File: src/rtl/plugboard_config_ctrl.sv
// plugboard_config_ctrl: keystroke-programmed letter swap table with bulk clear and one-cycle lookup
module plugboard_config_ctrl #(
   parameter int MAX_PAIRS = 10
) (
   input  logic       i_clock,
   input  logic       i_resetn,
   input  logic       i_config_mode,
   input  logic       i_key_valid,
   input  logic [4:0] i_keyboardbutton,
   input  logic       i_clear_all,
   input  logic       i_lookup_valid,
   input  logic [4:0] i_lookup_in,
   output logic [4:0] o_lookup_out,
   output logic       o_lookup_out_valid,
   output logic [3:0] o_pair_count,
   output logic       o_pending,
   output logic       o_busy,
   output logic       o_error
);
   typedef enum logic [1:0] {WAIT_FIRST, WAIT_SECOND, CLEARING} state_t;
   state_t     r_state;
   logic [4:0] r_map [26];
   logic [4:0] r_first;
   logic [4:0] r_idx;
   logic [4:0] r_lookup_out;
   logic [3:0] r_pair_count;
   logic       r_error;
   logic       r_lookup_out_valid;
   logic       w_key;
   logic       w_code_free;
   assign w_key       = i_key_valid && i_config_mode && r_state != CLEARING;
   assign w_code_free = i_keyboardbutton <= 5'd25 && r_map[i_keyboardbutton] == i_keyboardbutton;
   assign o_lookup_out       = r_lookup_out;
   assign o_lookup_out_valid = r_lookup_out_valid;
   assign o_pair_count       = r_pair_count;
   assign o_pending          = r_state == WAIT_SECOND;
   assign o_busy             = r_state == CLEARING;
   assign o_error            = r_error;
   // pairing FSM: latches first letter, writes both table entries on the second, sweeps table back to identity on clear
   always_ff @(posedge i_clock) begin
      if (!i_resetn) begin
         r_state      <= WAIT_FIRST;
         r_first      <= '0;
         r_idx        <= '0;
         r_pair_count <= '0;
         r_error      <= 1'b0;
         for (int i = 0; i < 26; i++) r_map[i] <= 5'(i);
      end else begin
         r_error <= 1'b0;
         case (r_state)
            WAIT_FIRST: begin
               if (i_clear_all) begin
                  r_state <= CLEARING;
                  r_idx   <= '0;
               end else if (w_key) begin
                  if (!w_code_free || r_pair_count == 4'(MAX_PAIRS)) r_error <= 1'b1;
                  else begin
                     r_first <= i_keyboardbutton;
                     r_state <= WAIT_SECOND;
                  end
               end
            end
            WAIT_SECOND: begin
               if (i_clear_all) begin
                  r_state <= CLEARING;
                  r_idx   <= '0;
               end else if (!i_config_mode) r_state <= WAIT_FIRST;
               else if (w_key) begin
                  if (i_keyboardbutton == r_first) r_state <= WAIT_FIRST;
                  else if (!w_code_free) r_error <= 1'b1;
                  else begin
                     r_map[r_first]          <= i_keyboardbutton;
                     r_map[i_keyboardbutton] <= r_first;
                     r_pair_count            <= r_pair_count + 4'd1;
                     r_state                 <= WAIT_FIRST;
                  end
               end
            end
            default: begin
               r_map[r_idx] <= r_idx;
               if (r_idx == 5'd25) begin
                  r_pair_count <= '0;
                  r_state      <= WAIT_FIRST;
               end else r_idx <= r_idx + 5'd1;
            end
         endcase
      end
   end
   // lookup reads the table as held before this edge's write; out-of-range or mid-clear lookups pass through
   always_ff @(posedge i_clock) begin
      if (!i_resetn) begin
         r_lookup_out_valid <= 1'b0;
         r_lookup_out       <= '0;
      end else begin
         r_lookup_out_valid <= i_lookup_valid;
         if (i_lookup_valid)
            r_lookup_out <= (i_lookup_in > 5'd25 || r_state == CLEARING) ? i_lookup_in : r_map[i_lookup_in];
      end
   end
endmodule

File: config.mk
export PLATFORM = sky130hd
export DESIGN_NAME = plugboard_config_ctrl
export DESIGN_NICKNAME = d
export VERILOG_FILES = /design/src/rtl/plugboard_config_ctrl.sv
export SDC_FILE = /design/constraint.sdc
export NUM_CORES = 1
export LEC_CHECK = 0
export BUFFER_PORTS_ARGS = -buffer_cell sky130_fd_sc_hd__buf_2
export CAP_MARGIN = 20
export CELL_PAD_IN_SITES_DETAIL_PLACEMENT = 0
export CELL_PAD_IN_SITES_GLOBAL_PLACEMENT = 2
export CORE_UTILIZATION = 45
export CTS_BUF_LIST = sky130_fd_sc_hd__clkbuf_8
export DETAILED_ROUTE_END_ITERATION = 10
export PLACE_DENSITY_LB_ADDON = 0.15
export SETUP_SLACK_MARGIN = 0.02
export SYNTH_ARGS = -nofsm -noshare
export SYNTH_HDL_FRONTEND = slang
export SYNTH_SLANG_ARGS = --single-unit
export TNS_END_PERCENT = 100
File: constraint.sdc
create_clock -name i_clock -period 5.2 [get_ports i_clock]
set_input_delay 1.04 -clock i_clock [delete_from_list [all_inputs] [get_ports i_clock]]
set_output_delay 1.04 -clock i_clock [all_outputs]
set_load 0.01 [all_outputs]
==> results of run 1 <==
-- flip-flops by register name (all words and copies together), names as in the netlist --
register,cells
r_idx,5
o_lookup_out_valid,1
r_map,156
o_error,1
r_first,5
o_pair_count,4
o_lookup_out,5
r_state,2
-- worst register-to-register path: cells and delay by family, from the launching register on --
| kind | cells | cell delay, ns |
|---|---|---|
| XOR/XNOR | 1 | 0.18 |
| AND/OR/NAND/NOR | 3 | 1.45 |
| AO/OA/AOI/OAI | 2 | 0.72 |
| flip-flops | 1 | 1.10 |
-- cell type report --
type / instances / area [um^2] / share of cell area, %
clock buffers: 17 / 234 / 1.90
multi-input cells: 694 / 5660 / 45.9
well taps: 324 / 405 / 3.29
clock inverters: 15 / 154 / 1.25
inverters: 24 / 90.1 / 0.731
flip-flops and latches: 179 / 5140 / 41.7
repair buffers: 84 / 638 / 5.18
-- layout by cell type, fill, tap and decap left out, types with 4 or more instances in the layout --
cell type and count:
clkbuf_8 17, and3_1 7, nand2b_1 8, dfxtp_1 23, o221ai_1 32, nand4_1 16, or2_2 4, o31ai_1 5
o21a_1 4, nor3_1 15, mux2_2 4, mux2i_1 50, o211ai_1 4, o21ai_0 23, buf_12 6, clkinv_1 5
inv_1 22, a31oi_1 5, mux4_2 59, nor3b_1 4, o22ai_1 35, ha_1 4, o2bb2ai_1 4, nand3b_1 6
a21oi_1 20, nand2_1 142, buf_2 27, and2_1 10, nor2_1 27, o32ai_1 48, nor2b_1 14, edfxtp_1 156
or3_1 4, nand3_1 21, buf_4 51, o32a_1 56
-- metrics by stage --
step	hold WS (ns)	power, mW	setup WS (ns)	instance area, um^2
2_1_floorplan	0.490	1.91	1.17	11300
3_3_place_gp	0.454	2.07	0.281	11900
3_5_place_dp	0.463	2.08	0.214	11900
4_1_cts	0.478	3.03	0.714	12300
5_1_grt	0.513	3.12	0.432	12300
6_report	0.473	3.05	0.644	12300
-- per-layer routing --
metal	global-route usage, %	wire length, um	vias to the layer above
met5	0	0	-
met4	14.6	1990	0
met3	7.77	5640	134
met2	52.0	19700	789
met1	51.3	18200	5067
li1	-	-	4086
-- logic make-up (layout without fill, tap and decap cells) --
family,count (synthesis),count (layout),share of synthesized area (%)
buf+inv,130,140,4.85
simple gates,298,298,13.0
mux,113,113,16.5
compound gates,275,275,19.5
fa+ha+maj,4,4,0.441
flops,179,179,45.4
xor+xnor,4,4,0.309
-- report_power, final --
group | total (mW) | internal, mW | switching (mW)
sequential | 1.61 | 1.58 | 0.0226
combinational | 0.454 | 0.149 | 0.305
clock | 0.995 | 0.431 | 0.563
-- how the worst max path moves through the flow --
stage	to	cells after the start	slack (ns)	startpoint
global placement	r_map[0][4]$_DFFE_PP_	9	0.28	i_keyboardbutton[0]
floorplan	r_map[26][0]$_DFFE_PP_	12	1.17	i_keyboardbutton[1]
global route	r_map[2][3]$_DFFE_PP_	9	0.43	i_keyboardbutton[0]
finish	r_map[2][3]$_DFFE_PP_	9	0.64	i_keyboardbutton[0]
detailed placement	r_map[2][2]$_DFFE_PP_	9	0.21	i_keyboardbutton[0]
CTS	r_map[2][3]$_DFFE_PP_	9	0.71	i_keyboardbutton[0]
==> summary.txt, run 1 <==
Initial antenna violation count - 1
Setup repair bufs after CTS - 0
Top FF cell, synth - edfxtp_1
Crit share post-route - 87.6%
P&R area growth vs syn - 8.70%
Skew-Pair Late Insertion Delay - 0.49 ns
Clk sink count - 179
Syn_area_per_cell - 11.3 um^2
Post_cts resized - 0
RSZ-0062 raised after global routing - no
Sequential-to-total area share from yosys stat - 45.4%
Worst EP arrival - 4.71 ns
Unique cell type count in the Yosys netlist - 73
Post-DRT Antenna Nets - 0
Critical path type - primary input to flop
Final setup fails - 0
Root Driver - clkbuf_8
Critical Path Source Type - primary input
# Max-Cap Violations - 0
Gr ovfl total - 0
Largest area contributor in the netlist - edfxtp_1
Worst r2r dst - r_map[13][2]$_DFFE_PP_
CTS H-tree lvls - 4
PwrDens - 248 nW/um^2
Synth async-reset ratio - 0%
P_leak - 3.71 nW
Post-Syn Instances - 1003
Peak VDD IR - 0.142 mV
GPL Wtd Cong - 0.981
Clk buf depth - 2
Max-slew headroom - 22.8%
Hold Path Class - flop to flop
Core area - 24500 um^2
# hold bufs at CTS - 0
Reg clk slew, reported paths - 0.10 ns
I/O Buffers - 28
Crit-path max FO - 30
Crit path buf inv count - 3
Worst slew pin tran - 1.16 ns
Crit-path max cell delay - 0.62 ns
DP HPWL - 33200 um
First DRT Iteration DRCs - 1870
EDFF count, synth - 156
Crit path cell chain - buf_2, buf_4, mux4_2, a22o_1, o41ai_2, nor3_4, a41oi_4, buf_4, o221ai_1
CTS Buf Count - 17
Starting density of the core - 46.2%
WHS Endpoint - o_lookup_out[3]$_SDFFE_PN0P_
Most frequent cell after synthesis - edfxtp_1
Vias in the first global route - 9272
Hold_sp - o_lookup_out[3]$_SDFFE_PN0P_
Nets - 1020
Setup TNS - 0 ns
Synthesized flop and latch total - 179
CTS tree - done
Final cell count without fillers - 1337
Final hold viol count - 0
Required @ worst endpoint - 5.35 ns
Max frequency - 219 MHz
1st-pass router iterations - 6
First-pass GRT wire length - 65600 um
DR DRC count - 0
Reg-to-Reg Start - r_first[4]$_SDFFE_PN0P_
Status - finished, final reports clean
YS warnings - 0
Placed cells - 1305
R2R setup slack - 1.50 ns
Setup crit end kind - flop
Fin util - 50.3%
Largest cells by area after synthesis - edfxtp_1, mux4_2, o32a_1
IO Count - 29
Layout cell share with drive strength beyond 1 - 19.2%
Critical path's top delay family - compound AO/OA/AOI/OAI gates
Syn Nets - 1023
Largest net degree at the start of global routing - 52
Slowest CP cell - buf_2
WL per Instance - 34.1 um
Die footprint - 25800 um^2
Yosys top cell area share - 41.3%
Most frequent cells after synthesis - edfxtp_1, nand2_1, clkbuf_1
Worst Hold Depth - 2
Die extent in y - 161 um
Vias per inst - 7.54
CP most frequent cell - buf_4
Fin Clk Skew - 0.0225 ns
Max-slew violations - 0
GRT Util Overall - 35.6%
FILL cells - 2233
Routed WL - 45600 um
FF-to-FF path depth - 6
Std-Cell Rows - 57
Min Tclk post-route - 4.56 ns
Post-Syn Area - 11300 um^2
Die Wd - 161 um
Antenna cells - 0
Via count - 10100
No activity file was read; power rests on OpenSTA's default activity.
==> run 2: changes to the inputs <==
--- a/config.mk
+++ b/config.mk
@@ -5,7 +5,7 @@
 export SDC_FILE = /design/constraint.sdc
 export NUM_CORES = 1
 export LEC_CHECK = 0
-export BUFFER_PORTS_ARGS = -buffer_cell sky130_fd_sc_hd__buf_2
+export BUFFER_PORTS_ARGS = -buffer_cell sky130_fd_sc_hd__buf_4
 export CAP_MARGIN = 20
 export CELL_PAD_IN_SITES_DETAIL_PLACEMENT = 0
 export CELL_PAD_IN_SITES_GLOBAL_PLACEMENT = 2
==> run 2 against run 1 <==
Non-clock buffer count decreased by 2. Sequential cell count unchanged. Via count increased by 0.13%. Critical path type unchanged. Power increased by 2.5%. First-iteration DRC count decreased by 6.4%. Utilization increased by 0.34 points. Critical path depth unchanged. Global-route usage increased by 0.39 points. Setup slack improved by 0.049 ns.
==> summary.txt, run 2 (synthesis results as in run 1) <==
Status - finished, final reports clean (unchanged)
FILL cells - 2202 (was 2233)
Layout cell share with drive strength beyond 1 - 19.2% (about the same)
Worst EP arrival - 4.63 ns (was 4.71 ns)
Max FFs per register - 156 (unchanged)
GPL Wtd Cong - 0.987 (was 0.981)
WL per Instance - 34.3 um (was 34.1 um)
Root Driver - clkbuf_8 (unchanged)
I/O Buffers - 28 (unchanged)
Critical path type - primary input to flop (unchanged)
Register area - 5140 um^2 (unchanged)
DP Area - 12000 um^2 (was 11900 um^2)
Final Hold Slack - 0.473 ns (about the same)
Max-slew headroom - 17.1% (was 22.8%)
Vias per inst - 7.55 (was 7.54)
Via count - 10100 (about the same)
Crit-path max cell delay - 0.66 ns (was 0.62 ns)
Min Tclk post-route - 4.51 ns (was 4.56 ns)
Setup repair bufs after CTS - 0 (unchanged)
M1 WL - 18100 um (was 18200 um)
# hold bufs at CTS - 0 (unchanged)
Final Cell Area - 12400 um^2 (was 12300 um^2)
Crit-path max FO - 43 (was 30)
Slowest CP cell - mux4_2 (was buf_2)
Die Wd - 161 um (unchanged)
Max frequency - 222 MHz (was 219 MHz)
Crit path cell chain - buf_4, mux4_2, a32o_1, a31oi_1, a31o_2, and4_1, a41oi_4, buf_4, o221ai_1 (was buf_2, buf_4, mux4_2, a22o_1, o41ai_2, nor3_4, a41oi_4, buf_4, o221ai_1)
Met3 wire length - 5720 um (was 5640 um)
Fin Clk Skew - 0.0251 ns (was 0.0225 ns)
Gr ovfl total - 0 (unchanged)
Most common cell after layout, fill and taps aside - edfxtp_1 (unchanged)
Clk sink count - 179 (unchanged)
Commonest cells after routing, fill and taps aside - edfxtp_1, nand2_1, buf_4 (was edfxtp_1, nand2_1, mux4_2)
1st-pass router iterations - 5 (was 6)
Crit share post-route - 86.7% (was 87.6%)
DR DRC count - 0 (unchanged)
CP most frequent cell - buf_4 (unchanged)
Core area - 24500 um^2 (unchanged)
Final setup fails - 0 (unchanged)
Die extent in y - 161 um (unchanged)
CTS tree - done (unchanged)
RSZ-0062 raised after global routing - no (unchanged)
First-pass GRT wire length - 66800 um (was 65600 um)
Worst slew pin tran - 1.24 ns (was 1.16 ns)
Vias in the first global route - 9376 (was 9272)
Required @ worst endpoint - 5.32 ns (was 5.35 ns)
Routed WL - 45800 um (was 45600 um)
Die footprint - 25800 um^2 (unchanged)
Skew-Pair Late Insertion Delay - 0.48 ns (was 0.49 ns)
Post-DRT Antenna Nets - 0 (unchanged)
P&R area growth vs syn - 9.44% (was 8.70%)
Setup crit end kind - flop (unchanged)
# Max-Cap Violations - 0 (unchanged)
Starting density of the core - 46.2% (unchanged)
Hold Path Class - flop to flop (unchanged)
GRT Util Overall - 36.0% (was 35.6%)
Met2 WL post-DR - 20100 um (was 19700 um)
P_leak - 3.74 nW (was 3.71 nW)
PwrDens - 252 nW/um^2 (was 248 nW/um^2)
Setup TNS - 0 ns (unchanged)
Final cell count without fillers - 1337 (unchanged)
First DRT Iteration DRCs - 1751 (was 1870)
Uppermost layer routed - met4 (unchanged)
Placed cells - 1303 (was 1305)
Nets - 1018 (was 1020)
Critical path's top delay family - compound AO/OA/AOI/OAI gates (unchanged)
IO Count - 29 (unchanged)
Largest net degree at the start of global routing - 59 (was 52)
Peak VDD IR - 0.145 mV (was 0.142 mV)
CTS Buf Count - 17 (unchanged)
Post_cts resized - 0 (unchanged)
Area occupied by multi-input gates - 5670 um^2 (was 5660 um^2)
Std-Cell Rows - 57 (unchanged)
Critical Path Source Type - primary input (unchanged)
Max-slew violations - 0 (unchanged)
Reg with most FFs - r_map (unchanged)
Final hold viol count - 0 (unchanged)
Initial antenna violation count - 3 (was 1)
CTS H-tree lvls - 4 (unchanged)
Reg clk slew, reported paths - 0.10 ns (about the same)
Crit path buf inv count - 2 (was 3)
Clk buf depth - 2 (unchanged)
DP HPWL - 32300 um (was 33200 um)
## run 2: final cells by class
| type | instances | share of cell area (%) |
|---|---|---|
| repair buffers | 82 | 5.46 |
| inverters | 24 | 0.726 |
| multi-input cells | 694 | 45.7 |
| flip-flops and latches | 179 | 41.4 |
| clock buffers | 18 | 2.00 |
| diodes | 2 | 0.0403 |
| clock inverters | 14 | 1.40 |
| well taps | 324 | 3.27 |
## run 2: metal layers
layer,GRT usage [%],up-vias
met5,0,-
met4,14.6,0
met1,51.1,5098
li1,-,4080
met2,53.3,798
met3,8.19,113
## run 2: per-stage QoR
step           utilization [%]  setup slack (ns)  power, mW
6_report                  50.6             0.692       3.13
5_1_grt                   50.6             0.507       3.20
4_1_cts                   50.6             0.747       3.11
3_5_place_dp              48.9             0.258       2.08
3_3_place_gp              48.9             0.317       2.08
2_1_floorplan                -              1.17       1.91
## run 2: path summary, 6_finish.rpt
| path | start | end | slack, ns | cells after the start |
|---|---|---|---|---|
| hold reg to reg | o_lookup_out[2]$_SDFFE_PN0P_ | o_lookup_out[2]$_SDFFE_PN0P_ | 0.47 | 2 |
| hold / removal | o_lookup_out[2]$_SDFFE_PN0P_ | o_lookup_out[2]$_SDFFE_PN0P_ | 0.47 | 2 |
| setup reg to reg | r_map[7][1]$_DFFE_PP_ | r_map[4][2]$_DFFE_PP_ | 1.44 | 8 |
| setup / recovery | i_keyboardbutton[1] | r_map[4][2]$_DFFE_PP_ | 0.69 | 9 |
## run 2: worst reg2reg max path: cells and delay by family (launching register included)
kind	cells	cell delay [ns]
muxes	1	0.55
and+or+nand+nor	1	0.49
DFF	1	0.45
buffers and inverters	1	0.28
AOI/OAI and AO/OA	5	1.62
## run 2: where the power goes
part / internal, mW / switching [mW] / leakage [nW] / total (mW)
clock: 0.496 / 0.572 / 0.219 / 1.07
combinational: 0.153 / 0.307 / 1.95 / 0.460
sequential: 1.58 / 0.0199 / 1.56 / 1.60
total: 2.23 / 0.899 / 3.74 / 3.13
